### src/rtl/fold_tap_reader_pkg.sv
// rtl/fold_tap_reader_pkg.sv - shared FSM encodings and tap flag record for the tap reader
package fold_tap_reader_pkg;

  typedef enum logic {
    ST_IDLE = 1'b0,
    ST_RUN  = 1'b1
  } fold_defs_e;

  typedef struct packed {
    logic valid;
    logic first;
    logic last;
  } tap_flags_t;

endpackage

### src/rtl/fold_tap_align.sv
// rtl/fold_tap_align.sv - clkEn-gated delay that lines tap flags up with RAM read data
module fold_tap_align
  import fold_tap_reader_pkg::*;
#(
  parameter int RD_LATENCY = 1
) (
  input  logic       clk,
  input  logic       nGrst,
  input  logic       rst,
  input  logic       clkEn,
  input  tap_flags_t din,
  output tap_flags_t dout
);

  tap_flags_t stage [RD_LATENCY];

  always_ff @(posedge clk or negedge nGrst) begin
    if (!nGrst) begin
      for (int i = 0; i < RD_LATENCY; i++) stage[i] <= '0;
    end else if (rst) begin
      for (int i = 0; i < RD_LATENCY; i++) stage[i] <= '0;
    end else if (clkEn) begin
      stage[0] <= din;
      for (int i = 1; i < RD_LATENCY; i++) stage[i] <= stage[i-1];
    end
  end

  assign dout = stage[RD_LATENCY-1];

endmodule

### src/rtl/fold_tap_reader.sv
// rtl/fold_tap_reader.sv - walks the circular sample buffer newest to oldest for one FIR output
module fold_tap_reader
  import fold_tap_reader_pkg::*;
#(
  parameter int TAPS         = 16,
  parameter int LOGTAPS      = 4,
  parameter int RAM_LOGDEPTH = 5,
  parameter int RD_LATENCY   = 1
) (
  input  logic                    clk,
  input  logic                    nGrst,
  input  logic                    rst,
  input  logic                    clkEn,
  input  logic                    start,
  input  logic [RAM_LOGDEPTH-1:0] newest_addr,
  output logic [RAM_LOGDEPTH-1:0] raddr,
  output logic                    rdb,
  output logic [LOGTAPS-1:0]      coef_addr,
  output logic                    busy,
  output logic                    dout_valid,
  output logic                    dout_first,
  output logic                    dout_last,
  output logic                    overrun
);

  localparam logic [LOGTAPS-1:0] LAST_COEF = LOGTAPS'(TAPS - 1);

  if (TAPS > 2**RAM_LOGDEPTH || 2**LOGTAPS < TAPS) begin : g_param_err
    $error("fold_tap_reader: TAPS must fit both the buffer depth and coef_addr");
  end

  fold_defs_e              state_q, state_d;
  logic [RAM_LOGDEPTH-1:0] raddr_d;
  logic [LOGTAPS-1:0]      coef_d;
  logic                    rdb_d, overrun_d;
  logic                    last_tap;
  tap_flags_t              flags_a, flags_d;

  assign last_tap = (coef_addr == LAST_COEF);

  always_comb begin
    state_d   = state_q;
    raddr_d   = raddr;
    coef_d    = coef_addr;
    rdb_d     = rdb;
    overrun_d = 1'b0;
    case (state_q)
      ST_IDLE: begin
        if (start) begin
          raddr_d = newest_addr;
          coef_d  = '0;
          rdb_d   = 1'b1;
          state_d = ST_RUN;
        end
      end
      ST_RUN: begin
        if (!last_tap) begin
          // Natural wrap of the address width gives the circular-buffer walk.
          raddr_d   = raddr - RAM_LOGDEPTH'(1);
          coef_d    = coef_addr + LOGTAPS'(1);
          overrun_d = start;
        end else if (start) begin
          raddr_d = newest_addr;
          coef_d  = '0;
        end else begin
          raddr_d = '0;
          coef_d  = '0;
          rdb_d   = 1'b0;
          state_d = ST_IDLE;
        end
      end
      default: state_d = ST_IDLE;
    endcase
  end

  always_ff @(posedge clk or negedge nGrst) begin
    if (!nGrst) begin
      state_q   <= ST_IDLE;
      raddr     <= '0;
      coef_addr <= '0;
      rdb       <= 1'b0;
      overrun   <= 1'b0;
    end else if (rst) begin
      state_q   <= ST_IDLE;
      raddr     <= '0;
      coef_addr <= '0;
      rdb       <= 1'b0;
      overrun   <= 1'b0;
    end else if (clkEn) begin
      state_q   <= state_d;
      raddr     <= raddr_d;
      coef_addr <= coef_d;
      rdb       <= rdb_d;
      overrun   <= overrun_d;
    end
  end

  assign busy    = rdb;
  assign flags_a = '{valid: rdb, first: rdb && (coef_addr == '0), last: rdb && last_tap};

  fold_tap_align #(.RD_LATENCY(RD_LATENCY)) u_align (
    .clk   (clk),
    .nGrst (nGrst),
    .rst   (rst),
    .clkEn (clkEn),
    .din   (flags_a),
    .dout  (flags_d)
  );

  assign dout_valid = flags_d.valid;
  assign dout_first = flags_d.first;
  assign dout_last  = flags_d.last;

endmodule

### config.mk
export PLATFORM = sky130hd
export DESIGN_NAME = fold_tap_reader
export DESIGN_NICKNAME = d
export VERILOG_FILES = /design/src/rtl/fold_tap_reader_pkg.sv /design/src/rtl/fold_tap_align.sv /design/src/rtl/fold_tap_reader.sv
export SDC_FILE = /design/constraint.sdc
export NUM_CORES = 1
export LEC_CHECK = 0
export ABC_AREA = 1
export CAP_MARGIN = 20
export CORE_UTILIZATION = 43
export DETAILED_ROUTE_END_ITERATION = 8
export DONT_BUFFER_PORTS = 1
export PLACE_DENSITY_LB_ADDON = 0.12
export SYNTH_ARGS = -nofsm -noshare
export SYNTH_HDL_FRONTEND = slang
export SYNTH_SLANG_ARGS = --single-unit
### constraint.sdc
create_clock -name clk -period 2.6 [get_ports clk]
set_input_delay 0.65 -clock clk [delete_from_list [all_inputs] [get_ports clk]]
set_output_delay 0.65 -clock clk [all_outputs]
set_load 0.1 [all_outputs]
## Yosys cells after proc, flatten, opt, wreduce, memory -nomap -nowiden

Cells that the tools add are included.

| word-level totals | value |
|---|---|
| register bits | 15 |
| input bits | 10 |
| output and inout bits | 15 |
| word-level logic and storage cells | 49 |

| cells by class | value |
|---|---|
| add/sub/neg operators | 2 |
| equality and inequality tests | 4 |
| muxes and demuxes | 28 |
| bitwise logic cells | 1 |
| reduce and logical (&&, ||, !) cells | 6 |

Operators with widths:

| operator | count |
|---|---|
| $mux W5 | 5 |
| $mux W4 | 4 |
| $mux W1 | 13 |
| $pmux W5 S2 | 1 |
| $pmux W4 S2 | 1 |
| $mux W3 | 2 |
| $ne A3 B3 Y1 const B | 2 |
| $sub A5 B1 Y5 const B | 1 |
| $add A4 B1 Y4 const B | 1 |
| $eq A4 B4 Y1 const B | 1 |
| $logic_not A4 Y1 | 1 |
| $pmux W1 S2 | 2 |
| $reduce_and A4 Y1 | 1 |
| $ne A3 B2 Y1 const B | 1 |
| $logic_and A1 B1 Y1 | 2 |
| $reduce_and A2 Y1 | 1 |
| $reduce_bool A2 Y1 | 1 |
| $not A1 Y1 | 1 |

## Logic depth before layout (Yosys ltp)

Gate-level depths: netlist of run 1.

| depth | value |
|---|---|
| depth after elaboration | 5 |
| mapped depth | 7 |
| depth with buffers taken out | 7 |

## Cells and area by module

From an unflattened synthesis of run 1, not the netlist that was laid out.

| unflattened totals | value |
|---|---|
| cell total of the unflattened synthesis | 134 |
| area total of the unflattened synthesis | 935.9 µm² |

Modules (own cells, without submodules):

| module | instances | cells an instance | area each (µm²) | seq. area each (µm²) |
|---|---|---|---|---|
| fold_tap_reader | 1 | 120 | 813.3 | 300.3 |
| fold_tap_align | 1 | 14 | 122.6 | 75.1 |

## Least setup slack after synthesis of run 1

OpenSTA, ideal clock, no wires.

| timing path | value |
|---|---|
| kind | reg2reg |
| start | reg coef_addr[1] |
| end | reg rdb (netlist: busy) |
| setup time | 125 ps |
| data arrival time | 1896 ps |
| data required time | 2475 ps |
| slack | 579 ps |
| stages on the path, launching flop included | 7 |
| path buffers | 0 |
| clock period less this slack | 2021 ps |
| cell sequence | dfrtp_1 ha_1 nand3_4 nand2_2 nand2_2 o21ai_0 nand2_1 |

| between the ends | value |
|---|---|
| cells in the longest elaborated chain, start to end | 3 |

RTL lines:

| element | line | source |
|---|---|---|
| start: declaration | fold_tap_reader.sv:18 | `output logic [LOGTAPS-1:0] coef_addr,` |
| start signal: assignment | fold_tap_reader.sv:92 | `coef_addr <= coef_d;` |
| $eq A4 B4 Y1 | fold_tap_reader.sv:39 | `assign last_tap = (coef_addr == LAST_COEF);` |
| $ne A3 B2 Y1 (no line) | n/a |  |
| $reduce_and A4 Y1 (no line) | n/a |  |
| end signal: assignment | fold_tap_reader.sv:93 | `rdb <= rdb_d;` |
| end: declaration | fold_tap_reader.sv:17 | `output logic rdb,` |

No other way between the ends.
A chain may end at the register's enable or synchronous reset.

## Worst setup path after layout of run 1

| timing path | value |
|---|---|
| start | reg rdb (netlist: busy) |
| end | out rdb |

No word-level cell between the ends.

==> impl_metrics.tcl, run 1 <==
set metrics [dict create \
    nets 151 \
    outcome "completed" \
    yosysTopAreaCell "dfrtp_1" \
    startpoint "busy$_DFFE_PN0P_" \
    fin_tns_setup_ps 0 \
    synth_area_per_cell_um2 7.74 \
    fin_ws_ps 682 \
    peakVddDrop_v 0.000300 \
    power_frac_clock 0.189 \
    synth_seq_cells 15 \
    post_drt_wl_per_cell_um 12.8 \
    clk_pin_slew_ps 100 \
    switching_share 0.476 \
    hold_viol_final 0 \
    synthFlopType "dfrtp_1" \
    synthCells 120 \
    initial_core_util 0.464 \
    postCtsSetupBuffers 0 \
    final_cells 164 \
    seq_area_frac_synth 0.404 \
    p_leak_nw 0.551 \
    hold_path.class "input pin to async pin" \
    maxCapViolCount 0 \
    drt_wl_total_um 2090 \
    p_switching_mw 0.351 \
    cts_root_buf "clkbuf_4" \
    diodes 0 \
    cts_buffer_depth 2 \
    cts_sinks 15 \
    synth_commonest_cells "nand2_1 (20), nor2_1 (18), nand3_1 (16)" \
    period_needed_ps 1920 \
    grt_use_met2 0.324 \
    powerDensity_nw_per_um2 671 \
    worstMarginPinSlew_ps 554 \
    pre_cts_ws_ps 992 \
    grt_pass1_wl_um 3810 \
    final_area_um2 1100 \
    grt_max_degree 16 \
    yosysTopAreaCellShare 0.404 \
    clock_latency_ps 280 \
    dr.pass1.iters 5 \
    fin_skew_ps 3.00 \
    critPathBufInv 1 \
    avgViaCountPerCell 5.04 \
    postSynth.asyncResetShare 1.00 \
    path_max_fanout 4 \
    p_total_mw 0.738 \
    design.die.area_um2 2350 \
    postRouteAntennaNets 0 \
    grt_usage 0.207 \
    slowest_stage "dfrtp_2" \
    yosysUniqueCellTypes 23 \
    numCtsBuffers 3 \
    grt_busiest_layer "met2" \
    critical_path.cell_chain "buf_12" \
    netlist_area_um2 928 \
    die_h_um 48.5 \
    regToRegStartpoint "raddr[1]$_DFFE_PN0P_" \
    cts_resized 0 \
    io_pins 25 \
    slew_headroom 0.631 \
    arrival_ps 1270 \
    synth_area_leaders "dfrtp_1 (40%), nand3_1 (8.6%), nand2_1 (8.1%)" \
    num-fill-cells 200 \
    p_seq_frac 0.392 \
    gp_congestion 0.817 \
    finalCritPeriodShare 0.738 \
    required_ps 1950 \
    max_freq_mhz 521 \
    synth_edf_count 0 \
    drc 0 \
    grt_pass1_vias 848 \
    synth_nets 133 \
    vias 827 \
    critPathCaptureType "output port" \
    finalMaxSlewViolations 0 \
    tritoncts "built" \
    rows 16 \
    pwr-share-comb 0.419 \
    internal-power_mw 0.387 \
    grt_use_met1 0.274 \
    antenna_found_initial 0 \
    area_delta_synth_final_pct 18.5 \
    critical_path_class "register to output port" \
    port_buffers 0 \
    die_x_um 48.5 \
    htreeDepth 1 \
    synth_most_common_cell "nand2_1" \
    cp_slowest_stage_delay_ps 740 \
    setup_viol 0 \
    yosysWarnings 0 \
    placed_cells 160 \
    layout-drive-gt1-share 0.248 \
    hold_buffers 0 \
    drt-initial-drc-count 18 \
    rsz0062_at_grt "false" \
    place_hpwl_um 1580 \
    cp_top_family "flip-flops" \
    core_area_um2 2000 \
    cp-start-kind "register" \
    dpl_cell_area_um2 1070 \
    met3_usage 0.0629 \
    gr-total-overflow 0 \
]
-- sequential cells by signal, summed over array words and instances, names as in the netlist --
name,count
state_q,1
busy,1
overrun,1
u_align.dout,3
raddr,5
coef_addr,4
-- power groups by stage --
stage                     clock network [mW]  registers (mW)  logic [mW]
after floorplan                            0           0.428       0.115
after global placement                     0           0.294       0.306
after detailed placement                   0           0.294       0.310
final                                  0.139           0.289       0.310
after CTS                              0.146           0.290       0.311
after global routing                   0.152           0.292       0.333
-- cell type report --
class,count,area (µm²),area share
clock buffer,4,26.3,0.0239
inverter,19,76.3,0.0694
multi-input combinational,85,469,0.427
sequential,15,377,0.342
tap,27,33.8,0.0307
timing repair buffer,14,118,0.107
-- logic make-up (layout without fill, tap and decap cells) --
family / Yosys count / in the layout / synth area share
adders and majority gates: 3 / 3 / 0.0404
buffers and inverters: 20 / 37 / 0.0903
DFF: 15 / 15 / 0.404
and+or+nand+nor: 63 / 63 / 0.323
xor gates and xnor gates: 1 / 1 / 0.00944
AOI/OAI and AO/OA: 18 / 18 / 0.132
-- layout by cell type, fill, tap and decap left out, types with 2 or more instances in the layout --
cell type and n:
a21oi_1 6, buf_4 13, clkbuf_4 3, dfrtp_1 14
ha_1 3, inv_1 15, inv_2 3, nand2_1 20
nand2_2 3, nand3_1 16, nand4_1 2, nor2_1 18
o21ai_0 6, o21ai_2 2
-- metrics by stage --
step / hold slack [ps] / util
after CTS: 35.6 / 0.549
after global placement: 355 / 0.536
final: 46.2 / 0.549
after global routing: 28.5 / 0.549
after detailed placement: 355 / 0.536
after floorplan: 354 / -
-- layer usage --
layer	share of wire	vias up	wire length (µm)
met3	0.075	4	158
met2	0.46	22	963
met4	0.011	0	23
met1	0.45	379	947
li1	-	422	-
met5	0	-	0
-- worst paths after layout --
| check | end | slack, ps | cells past startpoint |
|---|---|---|---|
| setup / recovery | rdb | 680 | 1 |
| hold / removal | raddr[4]$_DFFE_PN0P_ | 50 | 0 |
| setup reg to reg | raddr[2]$_DFFE_PN0P_ | 1060 | 8 |
| hold reg to reg | raddr[1]$_DFFE_PN0P_ | 560 | 2 |
| max in group asynchronous | busy$_DFFE_PN0P_ | 2470 | 0 |
| min in group clk | overrun$_DFFE_PN0P_ | 500 | 2 |
Power figures use the tool's default switching activity.
==> run 2, diff against run 1 <==
==> constraint.sdc (replaced) <==
create_clock -name clk -period 1.8 [get_ports clk]
set_input_delay 0.45 -clock clk [delete_from_list [all_inputs] [get_ports clk]]
set_output_delay 0.45 -clock clk [all_outputs]
set_load 0.1 [all_outputs]
==> run 2 against run 1 <==
Compared with the run above:
- clock power increased by 47%
- sequential share of layout area decreased by 0.12 points
- cell count increased by 0.61%
- critical path depth unchanged
- critical endpoint is now coef_addr[3]
==> impl_metrics.tcl, run 2 (same netlist as run 1, synthesis figures left out) <==
set metrics [dict create \
    outcome "completed" \
    drt-initial-drc-count 29 \
    gr-total-overflow 0 \
    grt_pass1_vias 841 \
    numCtsBuffers 3 \
    r2r_cells 5 \
    dr.pass1.iters 5 \
    hold_viol_final 0 \
    maxCapViolCount 0 \
    max_freq_mhz 638 \
    startpoint "coef_addr[3]$_DFFE_PN0P_" \
    nets 152 \
    drt_wl_total_um 2090 \
    cts_resized 0 \
    p_leak_nw 0.553 \
    finalCritPeriodShare 0.870 \
    rsz0062_at_grt "false" \
    path_max_fanout 4 \
    cts_buffer_depth 2 \
    design.die.area_um2 2350 \
    hold_path.class "input pin to register" \
    diodes 0 \
    post_drt_wl_per_cell_um 12.7 \
    cts_sinks 15 \
    grt_usage 0.202 \
    finalMaxSlewViolations 0 \
    port_buffers 0 \
    cp-start-kind "register" \
    antenna_found_initial 0 \
    fin_ws_ps 233 \
    area_delta_synth_final_pct 20.1 \
    powerDensity_nw_per_um2 971 \
    fin_skew_ps 4.85 \
    drc 0 \
    reg2reg_slack_ps 440 \
    peakVddDrop_v 0.000550 \
    critPathCaptureType "output port" \
    arrival_ps 1120 \
    tritoncts "built" \
    slew_headroom 0.511 \
    required_ps 1350 \
    avgViaCountPerCell 5.18 \
    initial_core_util 0.464 \
    critical_path_class "register to output port" \
    worstMarginPinSlew_ps 732 \
    die_x_um 48.5 \
    setup_viol 0 \
    regToRegStartpoint "coef_addr[0]$_DFFE_PN0P_" \
    crit_end "coef_addr[3]" \
    r2r-end "coef_addr[1]$_DFFE_PN0P_" \
    critPathBufInv 1 \
    regMostFlops "raddr" \
    place_hpwl_um 1630 \
    vias 854 \
    final_common_cell "nand2_1" \
    core_area_um2 2000 \
    pre_cts_ws_ps 447 \
    htreeDepth 1 \
    gp_congestion 0.852 \
    p_total_mw 1.08 \
    largest_reg_flops 5 \
    layout-drive-gt1-share 0.275 \
    num-fill-cells 209 \
    fin_tns_setup_ps 0 \
    die_h_um 48.5 \
    final_cell_mix "nand2_1 (20), nor2_1 (18), nand3_1 (16)" \
    rows 16 \
    postRouteAntennaNets 0 \
    io_pins 25 \
    grt_max_degree 16 \
    slowest_stage "dfrtp_1" \
    cp.depth 1 \
    clock_latency_ps 300 \
    critical_path.cell_chain "buf_4" \
    cp_slowest_stage_delay_ps 470 \
    period_needed_ps 1570 \
    cts_root_buf "clkbuf_4" \
    cp_top_family "flip-flops" \
    grt_pass1_wl_um 3660 \
    clk_pin_slew_ps 100 \
]
## run 2: changes by cell type in the layout (fill, tap and decap cells not counted)
cell / before / now
dfrtp_1: 14 / 11
dfrtp_2: 1 / 4
clkbuf_1: 1 / 0
clkinv_2: 0 / 1
dlygate4sd3_1: 0 / 1
## run 2: where the power goes
part	switching, mW	internal [mW]	total, mW
clock	0.122	0.0829	0.205
sequential	0.0301	0.370	0.400
combinational	0.371	0.107	0.477
## run 2: per-stage QoR
stage	utilization	hold WS [ps]	cell area [µm²]	instances
final	0.557	285	1110	165
after global routing	0.557	283	1110	165
after CTS	0.557	283	1110	165
after detailed placement	0.538	155	1080	160
after global placement	0.538	155	1080	160
after floorplan	-	154	933	120
## run 2: metal layers
metal  up-vias  global-route usage  wire [µm]
li1        425                   -          -
met1       398               0.265        973
met2        26               0.315        961
met3         5              0.0535        119
met4         0              0.0882         40
met5         -                   0          0
## run 2: repair_timing
action,CTS,global route
hold buffers,1,0
setup buffers,0,0
hold endpoints to repair,15,0
## run 2: layout make-up
class,instances,area (µm²),area share
multi-input cells,85,469,0.421
well taps,27,33.8,0.0303
clock buffers,3,22.5,0.0202
flip-flops and latches,15,380,0.341
repair buffers,15,128,0.114
clock inverters,1,5.00,0.00449
inverters,19,76.3,0.0685
## run 2: how the worst min path moves through the flow
stage	startpoint	cells after the start	end	slack, ps
2_1_floorplan	nGrst	0	busy$_DFFE_PN0P_	150
3_3_place_gp	nGrst	0	overrun$_DFFE_PN0P_	150
3_5_place_dp	nGrst	0	u_align.dout[2]$_DFFE_PN0P_	150
4_1_cts	start	2	overrun$_DFFE_PN0P_	280
5_1_grt	start	2	overrun$_DFFE_PN0P_	280
6_report	start	2	overrun$_DFFE_PN0P_	280
